==> config.mk <==
export PLATFORM = sky130hd
export DESIGN_NAME = key_press_gen
export DESIGN_NICKNAME = d
export VERILOG_FILES = /design/src/rtl/key_pkg.sv /design/src/rtl/key_bounce_seq.sv /design/src/rtl/key_press_gen.sv
export SDC_FILE = /design/constraint.sdc
export NUM_CORES = 1
export LEC_CHECK = 0
export BUFFER_PORTS_ARGS = -buffer_cell sky130_fd_sc_hd__buf_4
export CAP_MARGIN = 20
export CORE_ASPECT_RATIO = 0.75
export CORE_MARGIN = 3
export CORE_UTILIZATION = 55
export DETAILED_ROUTE_END_ITERATION = 12
export HOLD_SLACK_MARGIN = 0.12
export PLACE_DENSITY = 0.72
export SKIP_CTS_REPAIR_TIMING = 1
export SYNTH_ARGS = -nofsm -noshare
export SYNTH_HDL_FRONTEND = slang
export SYNTH_HIERARCHICAL = 1
export SYNTH_SLANG_ARGS = --single-unit
==> constraint.sdc <==
create_clock -name CLOCK -period 2.75 [get_ports CLOCK]
set_input_delay 0.55 -clock CLOCK [delete_from_list [all_inputs] [get_ports CLOCK]]
set_output_delay 0.55 -clock CLOCK [all_outputs]
set_load 0.05 [all_outputs]
==> src/rtl/key_pkg.sv <==
// Shared definitions for the key press emulator and its loopback click detector:
// FSM encoding, counter widths, call/trigger bit positions and default timings.
package key_pkg;

  localparam int CNT_W  = 28;
  localparam int BCNT_W = 4;

  // Bit positions inside iCall / oTrig vectors
  localparam int CALL_SHORT = 1;
  localparam int CALL_LONG  = 0;

  localparam int T10MS_DEF = 500_000;
  // Exceeds the detector's long-press time plus one debounce window
  localparam int TLONG_DEF = 200_000_000;

  typedef enum logic [2:0] {
    ST_IDLE,
    ST_PRESS_BNC,
    ST_HOLD,
    ST_RELEASE_BNC,
    ST_GAP,
    ST_DONE
  } state_e;

endpackage

==> src/rtl/key_bounce_seq.sv <==
// Bounce edge sequencer: while active, strobes a toggle each time the shared cycle
// counter reaches TBOUNCE-1 and flags the last of the 2*NBOUNCE toggles.
module key_bounce_seq
  import key_pkg::*;
#(
  parameter int TBOUNCE = 20_000,
  parameter int NBOUNCE = 3
) (
  input  logic             CLOCK,
  input  logic             RESET,
  input  logic             iActive,
  input  logic [CNT_W-1:0] iCnt,
  output logic             oToggle,
  output logic             oDone
);

  logic [BCNT_W-1:0] edge_q, edge_d;

  always_comb begin
    oToggle = iActive && (iCnt == CNT_W'(TBOUNCE - 1));
    oDone   = oToggle && (edge_q == BCNT_W'(2 * NBOUNCE - 1));
    edge_d  = edge_q;
    if (!iActive || oDone) begin
      edge_d = '0;
    end else if (oToggle) begin
      edge_d = edge_q + BCNT_W'(1);
    end
  end

  always_ff @(posedge CLOCK or negedge RESET) begin
    if (!RESET) begin
      edge_q <= '0;
    end else begin
      edge_q <= edge_d;
    end
  end

endmodule

==> src/rtl/key_press_gen.sv <==
// Key press emulator: drives an active-low KEY line through a bounced press,
// a short or long hold, a bounced release and an idle gap, then pulses oDone.
module key_press_gen
  import key_pkg::*;
#(
  parameter int T10MS   = T10MS_DEF,
  parameter int TBOUNCE = 20_000,
  parameter int NBOUNCE = 3,
  parameter int TSHORT  = 25_000_000,
  parameter int TLONG   = TLONG_DEF,
  parameter int TGAP    = 1_000_000
) (
  input  logic       CLOCK,
  input  logic       RESET,
  input  logic [1:0] iCall,
  output logic       KEY,
  output logic       oBusy,
  output logic       oDone
);

  state_e           state_q, state_d;
  logic [CNT_W-1:0] c1_q, c1_d;
  logic             long_q, long_d;
  logic             key_q, key_d;
  logic             busy_q, busy_d;
  logic             done_q, done_d;
  logic             bnc_active, bnc_tog, bnc_done;
  logic [CNT_W-1:0] thold_m1;

  assign bnc_active = (state_q == ST_PRESS_BNC) || (state_q == ST_RELEASE_BNC);
  assign thold_m1   = long_q ? CNT_W'(TLONG - 1) : CNT_W'(TSHORT - 1);

  key_bounce_seq #(
    .TBOUNCE (TBOUNCE),
    .NBOUNCE (NBOUNCE)
  ) u_bnc (
    .CLOCK   (CLOCK),
    .RESET   (RESET),
    .iActive (bnc_active),
    .iCnt    (c1_q),
    .oToggle (bnc_tog),
    .oDone   (bnc_done)
  );

  // C1 restarts at every KEY edge so each interval is measured from the last edge
  always_comb begin
    state_d = state_q;
    c1_d    = c1_q + CNT_W'(1);
    long_d  = long_q;
    key_d   = key_q;
    busy_d  = busy_q;
    done_d  = 1'b0;
    case (state_q)
      ST_IDLE: begin
        c1_d = '0;
        if (iCall[CALL_SHORT] || iCall[CALL_LONG]) begin
          long_d  = !iCall[CALL_SHORT];
          key_d   = 1'b0;
          busy_d  = 1'b1;
          state_d = (NBOUNCE == 0) ? ST_HOLD : ST_PRESS_BNC;
        end
      end
      ST_PRESS_BNC: begin
        if (bnc_tog) begin
          key_d = !key_q;
          c1_d  = '0;
          if (bnc_done) state_d = ST_HOLD;
        end
      end
      ST_HOLD: begin
        if (c1_q == thold_m1) begin
          key_d   = 1'b1;
          c1_d    = '0;
          state_d = (NBOUNCE == 0) ? ST_GAP : ST_RELEASE_BNC;
        end
      end
      ST_RELEASE_BNC: begin
        if (bnc_tog) begin
          key_d = !key_q;
          c1_d  = '0;
          if (bnc_done) state_d = ST_GAP;
        end
      end
      ST_GAP: begin
        if (c1_q == CNT_W'(TGAP - 1)) begin
          c1_d    = '0;
          done_d  = 1'b1;
          busy_d  = 1'b0;
          state_d = ST_DONE;
        end
      end
      ST_DONE: begin
        c1_d    = '0;
        state_d = ST_IDLE;
      end
      default: begin
        c1_d    = '0;
        key_d   = 1'b1;
        busy_d  = 1'b0;
        state_d = ST_IDLE;
      end
    endcase
  end

  always_ff @(posedge CLOCK or negedge RESET) begin
    if (!RESET) begin
      state_q <= ST_IDLE;
      c1_q    <= '0;
      long_q  <= 1'b0;
      key_q   <= 1'b1;
      busy_q  <= 1'b0;
      done_q  <= 1'b0;
    end else begin
      state_q <= state_d;
      c1_q    <= c1_d;
      long_q  <= long_d;
      key_q   <= key_d;
      busy_q  <= busy_d;
      done_q  <= done_d;
    end
  end

  assign KEY   = key_q;
  assign oBusy = busy_q;
  assign oDone = done_q;

  // Bounce bursts must settle inside the receiver window, and the gap must cover it
  always @(posedge CLOCK) begin
    assert ((2 * NBOUNCE * TBOUNCE < T10MS) && (TGAP >= T10MS))
      else $error("key_press_gen: timing parameters violate the debounce window");
  end

endmodule
After elaboration in Yosys (flattened, before gate mapping)
Cells that the tools add are included. W data, S select, Z words.

Register bits after elaboration: 39. Word-level logic and storage cells: 69.

Add/sub/neg operators: 2. Equality and inequality tests: 17. Muxes and demuxes: 24. Bitwise gates (word level): 2. Reductions and logical operators: 17.

Operator list (number): $mux W28 (4); $pmux W28 S3 (1); $add A28 B1 Y28 const B (1); $eq A28 B15 Y1 const B (1); $eq A28 B20 Y1 const B (1); $eq A28 B28 Y1 (1); $mux W3 (7); $pmux W3 S5 (1); $ne A2 B2 Y1 const B (7); $mux W4 (2); $mux W1 (7); $reduce_and A7 Y1 (1); $eq A3 B2 Y1 const B (2); $eq A3 B3 Y1 const B (2); $add A4 B1 Y4 const B (1); $eq A4 B3 Y1 const B (1); $pmux W1 S4 (1); $reduce_and A4 Y1 (1); $reduce_or A2 Y1 (2); $reduce_or A4 Y1 (1); $eq A3 B1 Y1 const B (1); $logic_not A1 Y1 (3); $logic_not A3 Y1 (1); $logic_or A1 B1 Y1 (3); other kinds (7) (9).

Logic depth before layout (Yosys ltp)
Gate-level depths: netlist of run 1.

Depth after elaboration: 7. Gate-level depth with buffers: 10.

By module
The synthesis of run 1 kept the hierarchy.

Modules (own cells, without submodules): key_press_gen (instances 1, cells an instance 195, area each 1961.9 sq um); key_bounce_seq (instances 1, cells an instance 37, area each 340.3 sq um).

Least setup slack after synthesis of run 1
Ideal clock, no wire load.

Kind: reg-to-reg. From: register c1_q[8]. To: register c1_q[14]. Data arrival time: 2.038 ns. Path slack: 0.584 ns. Stages on the path, launching flop included: 7. Clock period less this slack: 2.166 ns. Cell sequence: dfrtp_1 or4_4 nor4_4 nand3_2 a32oi_4 buf_6 a21oi_1.

Cells in the longest elaborated chain, start to end: 4. Elaborated cells on any way between the ends: 9. Classes of those cells: add/sub: 1; eq/ne: 3; mux: 4; reduce/logical: 1.

RTL lines: from (decl) (RTL line key_press_gen.sv:22) `logic [CNT_W-1:0] c1_q, c1_d;`; from (signal assigned) (RTL line key_press_gen.sv:108) `c1_q <= '0;`; from (signal assigned) (RTL line key_press_gen.sv:115) `c1_q <= c1_d;`; parallel branches: the longest is 3 deep, another holds $add A28 B1 Y28; $pmux W28 S3 * (RTL line key_press_gen.sv:53) `case (state_q)`; named net c1_d[14] (RTL line key_press_gen.sv:22).

Mark *: on every way through the listed nets, which the timed path passes. A chain may end at the register's enable or synchronous reset.

Final worst setup path of run 1
From: register state_q[2]. To: register c1_q[1].

Cells in the longest elaborated chain, start to end: 5. Elaborated cells on any way between the ends: 9. Classes of those cells: eq/ne: 4; mux: 2; reduce/logical: 3.

RTL lines: from (decl) (RTL line key_press_gen.sv:21) `state_e state_q, state_d;`; from (signal assigned) (RTL line key_press_gen.sv:114) `state_q <= state_d;`; $eq A3 B1 Y1 / $eq A3 B2 Y1 (equally long branches) (RTL line key_press_gen.sv:30) `assign bnc_active = (state_q == ST_PRESS_BNC) || (state_q == ST_RELEASE_BNC);`; $logic_or A1 B1 Y1 * (RTL line key_press_gen.sv:30); named net bnc_active (RTL line key_press_gen.sv:27) `logic bnc_active, bnc_tog, bnc_done;`; $logic_and A1 B1 Y1 * (RTL line key_bounce_seq.sv:20) `oToggle = iActive && (iCnt == CNT_W'(TBOUNCE - 1));`; named net bnc_tog (RTL line key_press_gen.sv:27); $mux W28 * (RTL line key_press_gen.sv:64, key_press_gen.sv:78); $pmux W28 S3 * (RTL line key_press_gen.sv:53); named net c1_d[1] (RTL line key_press_gen.sv:22).

Mark *: on every way through the listed nets, which the timed path passes. The rest lies on a longest branch.

==> results by group, run 1 <==
Die
  – Initial cell density of the core: 0.602
  – CORE AREA: 0.00383 mm2
  – Die height: just over 60 um
  – Cell row count: 19
  – Die X: 80.7 um
  – # IOs: 7
  – DIE AREA: 0.00501 mm2

Clock tree
  – Inserted Clock Buffers: 5
  – CTS clk-pin slew, worst paths: 0.08 ns
  – Clock sinks: 39
  – Clock Tree Root: clkbuf_8
  – CTS tree: built
  – Clock latency at the later pin of the worst-skew pair: 0.30 ns
  – Clock buffer depth: 2
  – H-tree levels: 2

STA
  – Max-slew headroom: 0.677
  – Setup violations, final: 0
  – Unrepaired setup endpoints after global routing: no
  – Fmax: 0.404 GHz
  – Min Hold Slack: 0.213 ns
  – Final Max Tran Viols: 0
  – Worst Max-Slew Pin Slew: around 0.49 ns
  – Period utilization: 0.900
  – Fin. Hold Viols: 0
  – Setup TNS: 0 ns
  – Minimum clock period: 2.48 ns
  – Worst Skew: 0.00512 ns

GRT
  – Antenna violations before repair: 0
  – First-pass GRT wire length: 8080 um
  – Pin count of the biggest net entering global routing: 40
  – Gr usage total: 0.217
  – GR Util met3: 0.0476
  – Grt total ovfl: 0
  – Vias in the first global route: 1569
  – M2 GR Usage: 0.288
  – Met1 global-route usage: 0.346
  – Grt peak-use layer: met1

Route
  – DRT Wirelength: 4930 um
  – Antenna Nets Post-Route: 0
  – DR pass1 iterations: 4
  – DR vias/cell: 5.98
  – Via count: 1781
  – Wire per inst: 16.5 um
  – DRT iter0 DRCs: 156
  – DRC: 0

Worst setup path
  – CP most frequent cell: inv_1
  – Critical Path Sink Type: flop
  – Crit-path max cell delay: 0.38 ns
  – Bufs and invs on worst path: 3
  – CP Cell Sequence: and2b_2, nor4b_2, nand4_1, or2_1, inv_1, inv_1, a32oi_4, buf_4, a21boi_0
  – Crit-path slowest cell: dfrtp_1
  – Worst EP arrival: 2.64 ns
  – Critical Path Fanout Max: 28
  – CP Class: reg2reg
  – Worst Path Required: 2.91 ns
  – Critical path's top delay family: simple AND/OR/NAND/NOR gates
  – Critical Path Start Type: flop

Run status
  – Status: finished clean

Synthesis
  – Cell area after synthesis: roughly 0.0023 mm2
  – Fraction of synthesis flops using an asynchronous set or reset pin: 1.00
  – Ys Warns: 6
  – Seq/Total Area, Yosys: 0.424
  – Avg Cell Area, Syn: 9.92 um2
  – EDFF count, synth: 0
  – Synth Instances: between 200 and 250
  – Register bit total from synthesis: 39
  – Synth cell types: between 50 and 60
  – Synth Flop Type: dfrtp_1
  – Net Count, Synth: ~240

Power
  – Worst IR drop on VDD: 282 uV
  – Pwr/cell area: about 520 mW/mm2
  – Pleak: a little over 1 nW

Layout
  – Diode count: 0
  – Area Growth Syn to Fin: 8.70%
  – NumNets Final: 252
  – Share of cells above drive strength 1: 0.183

Placed design
  – Detailed Place HPWL: 3420 um
  – Port buffer count: 6
  – RePlAce Congestion: 0.857

Flow run
  – Maxcap violations: 0

Worst hold path
  – Hold WC Path Type: in2async
[power by group]
part | internal [W] | switching, W | leakage, nW | total (W)
clock network | 0.000229 | 0.000201 | 0.0515 | 0.000430
registers | 0.000624 | 0.0000822 | 0.517 | 0.000707
logic | 0.0000765 | 0.0000796 | 0.468 | 0.000156
total | 0.000930 | 0.000363 | 1.04 | 0.00129
[metal layers]
layer  share of wire  routed length [um]
met1            0.51                2530
met2            0.41                2020
met3           0.066                 324
met4           0.011                  56
met5               0                   0
[per-stage QoR]
step | cell area, um2 | power [W] | setup WS [ns] | instances | util
after floorplan | 2300 | 0.000821 | 0.584 | 232 | -
after global placement | 2400 | 0.000865 | 0.390 | 290 | 0.628
after detailed placement | 2400 | 0.000873 | 0.308 | 290 | 0.628
after CTS | 2500 | 0.00130 | 0.299 | 298 | 0.654
after global routing | 2500 | 0.00136 | 0.127 | 298 | 0.654
final | 2500 | 0.00129 | 0.275 | 298 | 0.654
[cell usage in the layout, fill, tap and decap left out, types with 2 or more instances in the layout]
| cell type | n |
|---|---|
| a21oi_1 | 30 |
| a21oi_2 | 3 |
| and2_1 | 3 |
| and3_1 | 4 |
| and4_1 | 3 |
| and4b_1 | 2 |
| buf_4 | 15 |
| clkbuf_8 | 7 |
| dfrtp_1 | 38 |
| ha_1 | 3 |
| inv_1 | 7 |
| nand2_1 | 12 |
| nand3_1 | 13 |
| nand4_1 | 10 |
| nor2_1 | 10 |
| nor2b_1 | 3 |
| nor3_1 | 7 |
| nor4_1 | 4 |
| nor4b_2 | 2 |
| o21ai_0 | 7 |
| or2_2 | 2 |
| or4_1 | 2 |
| xnor2_1 | 8 |
| xor2_1 | 20 |
[cell usage after synthesis, drive strengths merged, types with 2 or more instances]
library cell,n,share of area
nor4,6,0.026
inv,7,0.011
nor2b,3,0.0082
and4,3,0.011
a21oi,33,0.077
nand3,14,0.033
and3,5,0.014
ha,3,0.016
or3,2,0.0060
or4,3,0.011
and4b,3,0.014
nand2,12,0.020
xor2,20,0.076
nor2,10,0.016
xnor2,8,0.030
and2,3,0.0082
clkbuf,2,0.012
nand4,11,0.033
nor3,7,0.015
buf,7,0.023
nor4b,3,0.017
o21ai,8,0.017
or2,3,0.0082
dfrtp,38,0.41
[path summary, 6_finish.rpt]
kind                            startpoint      end  slack, ns  depth (start not counted)
max in group asynchronous            RESET      KEY       2.18                          1
worst min-delay path                 RESET  c1_q[4]       0.21                          1
worst min register to register     c1_q[0]  c1_q[0]       0.50                          1
min in group CLOCK                iCall[1]   long_q       0.43                          2
worst max register to register  state_q[2]  c1_q[1]       0.27                          9
worst max-delay path            state_q[2]  c1_q[1]       0.27                          9
[cells by family after synthesis]
logic type               share of synthesized area
AO/OA/AOI/OAI                                0.143
XOR/XNOR                                     0.107
adder cells (fa/ha/maj)                     0.0163
buffers and inverters                       0.0467
flip-flops                                   0.424
AND/OR/NAND/NOR                              0.263
[layout make-up]
type                    count  area [um2]
fillers                   310        1330
flip-flops and latches     39         977
well taps                  52        65.1
inverters                   7        26.3
multi-input cells         177        1220
repair buffers             15         113
clock buffers               8         100
[state kept, by name (all words and copies together) (netlist names)]
name and count:
oBusy 1, KEY 1, oDone 1, u_bnc/edge_q 4
state_q 3, long_q 1, c1_q 28
[worst reg2reg max path: stages (launching register included)]
cell,delay [ns]
dfrtp_1,0.38
and2b_2,0.30
nor4b_2,0.22
nand4_1,0.25
or2_1,0.33
inv_1,0.14
inv_1,0.09
a32oi_4,0.15
buf_4,0.34
a21boi_0,0.16
Power figures use the tool's default switching activity.
==> inputs of run 2 (changes only) <==
CTS_BUF_LIST = sky130_fd_sc_hd__clkbuf_8 sky130_fd_sc_hd__clkbuf_16   (was default)
PLACE_DENSITY = 0.71   (was 0.72)
==> run 2 against run 1 <==
Against the previous run: fmax grew 0.27%; first-iteration DRC count is 13% lower; sequential power barely moved; via count grew 2.3%; wire length down 0.59%; global-route usage is 0.78 points higher; non-clock buffer count down 3; clock-buffer cell count down 3; core utilization decreased by 0.98 points; sequential share of layout area grew 0.59 points; register-to-register slack about the same; worst hold slack better by 0.0012 ns; critical path type unchanged; critical endpoint is now c1_q[18]; largest cell class unchanged.
==> results by group, run 2 (synthesis results as in run 1) <==
Die
  – Initial cell density of the core: 0.602
  – Die height: 62.0 um
  – Die X: around 81 um
  – Cell row count: 19
  – CORE AREA: 0.00383 mm2
  – # IOs: 7
  – DIE AREA: 0.00501 mm2

Flow run
  – Maxcap violations: 0

Placed design
  – Detailed Place HPWL: 3470 um
  – Port buffer count: 6
  – Placed instance area: 0.00238 mm2
  – RePlAce Congestion: 0.867
  – Placed cells: 287

Route
  – DR vias/cell: 6.18
  – Via count: 1822
  – DRT Wirelength: 4900 um
  – Antenna Nets Post-Route: 0
  – DR pass1 iterations: 4
  – DRT iter0 DRCs: 136
  – DRC: 0
  – Wire per inst: 16.6 um

STA
  – Period utilization: 0.898
  – Worst Skew: 0.00665 ns
  – Unrepaired setup endpoints after global routing: no
  – Setup violations, final: 0
  – Fmax: 0.405 GHz
  – Fin. Hold Viols: 0
  – Final Max Tran Viols: 0
  – Setup TNS: 0 ns
  – Minimum clock period: 2.47 ns
  – Worst Max-Slew Pin Slew: 0.485 ns
  – Max-slew headroom: 0.677

Layout
  – Largest regs: c1_q (28), u_bnc/edge_q (4), state_q (3)
  – Commonest non-fill, non-tap cell in the layout: dfrtp_1
  – NumNets Final: 249
  – Max reg flops: 28
  – Register area: 977 um2
  – Share of cells above drive strength 1: 0.169
  – Most frequent cells in the layout: dfrtp_1 (38), a21oi_1 (30), xor2_1 (20)
  – Final Non-Filler Cells: 295
  – Fin area: 0.00246 mm2
  – Diode count: 0
  – Area Growth Syn to Fin: 7.07%
  – Multi-input gate area: 0.00122 mm2
  – Largest register by flop count: c1_q
  – Layout fillers: 320

Clock tree
  – Clock Tree Root: clkbuf_8
  – Clock latency at the later pin of the worst-skew pair: 0.29 ns
  – Clock buffer depth: 2
  – CTS tree: built
  – Inserted Clock Buffers: 5
  – Clock sinks: 39
  – CTS clk-pin slew, worst paths: about 0.070 ns
  – H-tree levels: 2

Worst setup path
  – Critical Path Fanout Max: 28
  – Critical Path Start Type: flop
  – Critical Path Sink Type: flop
  – CP Cell Sequence: and2b_2, nor4b_2, nand4_1, or2_1, inv_1, inv_1, a32oi_4, buf_6, a21oi_1
  – Crit-path max cell delay: between 0.5 and 0.6 ns
  – Crit-path slowest cell: dfrtp_1
  – CP most frequent cell: inv_1
  – Bufs and invs on worst path: 3
  – Critical path's top delay family: simple AND/OR/NAND/NOR gates
  – Reg-to-reg slack, setup: 0.28 ns
  – Worst Path Required: 2.91 ns
  – CP Class: reg2reg
  – Worst EP arrival: 2.63 ns

GRT
  – Vias in the first global route: 1719
  – Grt total ovfl: 0
  – Antenna violations before repair: 0
  – First-pass GRT wire length: between 8000 and 9000 um
  – Gr usage total: 0.225
  – Pin count of the biggest net entering global routing: 40

Run status
  – Status: finished clean

Power
  – Total Power: 0.00123 W
  – Pleak: 1.02 nW
  – Worst IR drop on VDD: 279 uV
  – Pwr/cell area: between 400 and 500 mW/mm2

Worst hold path
  – Hold WC Path Type: in2async
[run 2: layout make-up]
| type | count | area share |
|---|---|---|
| multi-input cells | 177 | 0.495 |
| flip-flops and latches | 39 | 0.396 |
| repair buffers | 12 | 0.0381 |
| clock buffers | 5 | 0.0279 |
| well taps | 52 | 0.0264 |
| inverters | 7 | 0.0107 |
| clock inverters | 3 | 0.00508 |
[run 2: power breakdown]
part	switching, W	internal (W)	leakage (nW)
registers	0.0000839	0.000625	0.517
logic	0.0000760	0.0000772	0.453
clock network	0.000194	0.000170	0.0505
total	0.000354	0.000872	1.02
[run 2: through the flow]
step,hold WS (ns),setup slack (ns),utilization
final,0.214,0.282,0.644
after global routing,0.250,0.0592,0.644
after CTS,0.227,0.224,0.643
after detailed placement,0.484,0.239,0.622
after global placement,0.474,0.386,0.622
after floorplan,0.254,0.584,-
[run 2: path summary, 6_finish.rpt]
path / from / end / depth (start not counted)
setup / recovery: state_q[0] / c1_q[18] / 9
hold / removal: RESET / c1_q[3] / 1
setup reg to reg: state_q[0] / c1_q[18] / 9
hold reg to reg: c1_q[0] / c1_q[0] / 1
max in group asynchronous: RESET / KEY / 1
min in group CLOCK: iCall[1] / long_q / 2
[run 2: per-layer routing]
| layer | global-route usage | routed length [um] | part of all wire |
|---|---|---|---|
| met3 | 0.0476 | 354 | 0.072 |
| met1 | 0.331 | 2290 | 0.47 |
| met2 | 0.331 | 2180 | 0.44 |
| met5 | 0 | 0 | 0 |
| met4 | 0.0795 | 74 | 0.015 |
==> inputs of run 3 (changes only) <==
CORE_MARGIN = 10   (was 3)
RECOVER_POWER = 25   (was default)
==> run 3 against run 2 <==
Against the previous run: the run now ends with max-capacitance violations, max-slew violations left; critical endpoint is now c1_q[1]; final area grew 1.5%; total power grew 5.0%; die area grew 44%; clock power grew 16%; cell count grew 2.0%; wire length shrank 1.4%; critical path depth shrank 1; clock skew shrank 0.0019 ns; worst hold slack gained 0.21 ns; flip-flop and latch count is the same; fmax shrank 0.41%.
==> results by group, run 3 (synthesis results as in run 1) <==
GRT
  – Pin count of the biggest net entering global routing: 40
  – First-pass GRT wire length: 8360 um
  – Antenna violations before repair: 0
  – Gr usage total: 0.141
  – Grt total ovfl: 0
  – Vias in the first global route: approximately 1700

Route
  – DRC: 0
  – DRT iter0 DRCs: 132
  – Antenna Nets Post-Route: 0
  – DR vias/cell: 5.79
  – DRT Wirelength: 4830 um
  – Wire per inst: 16.0 um
  – Via count: 1743
  – DR pass1 iterations: 4

STA
  – Min Hold Slack: around 0.43 ns
  – Worst Skew: 0.00471 ns
  – Fmax: 0.403 GHz
  – Period utilization: 0.901
  – Unrepaired setup endpoints after global routing: no
  – Max-slew headroom: -0.359
  – Final Max Tran Viols: 40
  – Fin. Hold Viols: 0
  – PnR worst setup slack: 0.271 ns
  – Minimum clock period: 2.48 ns
  – Worst Max-Slew Pin Slew: 2.04 ns
  – Setup violations, final: 0
  – Setup TNS: 0 ns

Placed design
  – Placed cells: a little under 300
  – RePlAce Congestion: 0.883
  – Detailed Place HPWL: 3380 um
  – Port buffer count: 6
  – Pre-CTS WS: roughly 0.35 ns

Worst setup path
  – CP most frequent cell: inv_1
  – Critical Path Fanout Max: 28
  – Critical Path Start Type: flop
  – CP Cell Sequence: nor4b_1, nand4_1, or2_1, inv_1, inv_1, a32oi_4, buf_4, a21boi_0
  – Crit-path max cell delay: 0.44 ns
  – Worst Path Required: 2.92 ns
  – Worst EP arrival: 2.64 ns
  – CP Class: reg2reg
  – Critical path's top delay family: simple AND/OR/NAND/NOR gates
  – Crit-path slowest cell: dfrtp_1
  – Critical Path Sink Type: flop
  – Bufs and invs on worst path: 3

Clock tree
  – Inserted Clock Buffers: 5
  – Clock sinks: 39
  – Clock latency at the later pin of the worst-skew pair: 0.30 ns
  – CTS clk-pin slew, worst paths: 0.07 ns
  – CTS tree: built
  – Clock Tree Root: clkbuf_8
  – Clock buffer depth: 2
  – H-tree levels: 2

Layout
  – NumNets Final: about 250
  – Final Non-Filler Cells: 301
  – Final core occ: 0.617
  – Share of cells above drive strength 1: 0.179
  – Most frequent cells in the layout: dfrtp_1 (38), a21oi_1 (30), xor2_1 (20)
  – Commonest non-fill, non-tap cell in the layout: dfrtp_1
  – Area Growth Syn to Fin: 8.70%
  – Largest register by flop count: c1_q
  – Max reg flops: 28
  – Largest regs: c1_q (28), u_bnc/edge_q (4), state_q (3)
  – Diode count: 0

Run status
  – Failing checks: max-capacitance violations, max-slew violations
  – Status: finished, violations left

Die
  – Die height: 76.0 um
  – DIE AREA: 0.00720 mm2
  – Cell row count: 20
  – Die X: 94.7 um
  – Initial cell density of the core: 0.568
  – CORE AREA: slightly above 0.004 mm2
  – # IOs: 7

Power
  – Pwr/cell area: between 500 and 600 mW/mm2
  – Pleak: 1.04 nW
  – Worst IR drop on VDD: 314 uV

Worst hold path
  – Hold WC Path Type: in2reg

Flow run
  – Maxcap violations: 1
-- run 3: metrics by stage --
stage	total power (W)	instance area [um2]
global route	0.00135	2500
detailed placement	0.000876	2410
CTS	0.00130	2510
global placement	0.000873	2410
finish	0.00129	2500
floorplan	0.000821	2300
-- run 3: metal layers --
metal / part of all wire / global-route usage / vias to the layer above
met5: 0 / 0 / -
met4: 0.012 / 0.0448 / 0
met3: 0.054 / 0.0374 / 6
met2: 0.39 / 0.180 / 34
met1: 0.54 / 0.218 / 829
li1: - / - / 874
-- run 3: worst reg2reg max path, cell delays in order, from the launching register on --
cell	delay [ns]
dfrtp_1	0.44
nor4b_1	0.39
nand4_1	0.30
or2_1	0.34
inv_1	0.13
inv_1	0.09
a32oi_4	0.15
buf_4	0.35
a21boi_0	0.16
-- run 3: cell type report --
class / count / area (um2)
inverters: 7 / 26.3
clock buffers: 7 / 96.3
multi-input cells: 177 / 1220
flip-flops and latches: 39 / 977
clock inverters: 1 / 3.75
well taps: 55 / 68.8
repair buffers: 15 / 109
fillers: 356 / 1550
-- run 3: worst paths after layout --
| check | startpoint | end | slack, ns | depth (start not counted) |
|---|---|---|---|---|
| max in group asynchronous | RESET | c1_q[3] | 0.75 | 1 |
| setup reg to reg | c1_q[15] | c1_q[1] | 0.27 | 8 |
| setup / recovery | c1_q[15] | c1_q[1] | 0.27 | 8 |
| min in group asynchronous | RESET | c1_q[4] | 0.82 | 1 |
| hold / removal | iCall[1] | long_q | 0.43 | 2 |
| hold reg to reg | c1_q[0] | c1_q[0] | 0.50 | 1 |
-- run 3: where the power goes --
| group | internal, W | switching [W] | leakage [nW] |
|---|---|---|---|
| logic | 0.0000810 | 0.0000868 | 0.464 |
| clock network | 0.000225 | 0.000196 | 0.0557 |
| registers | 0.000625 | 0.0000744 | 0.517 |
| total | 0.000931 | 0.000357 | 1.04 |
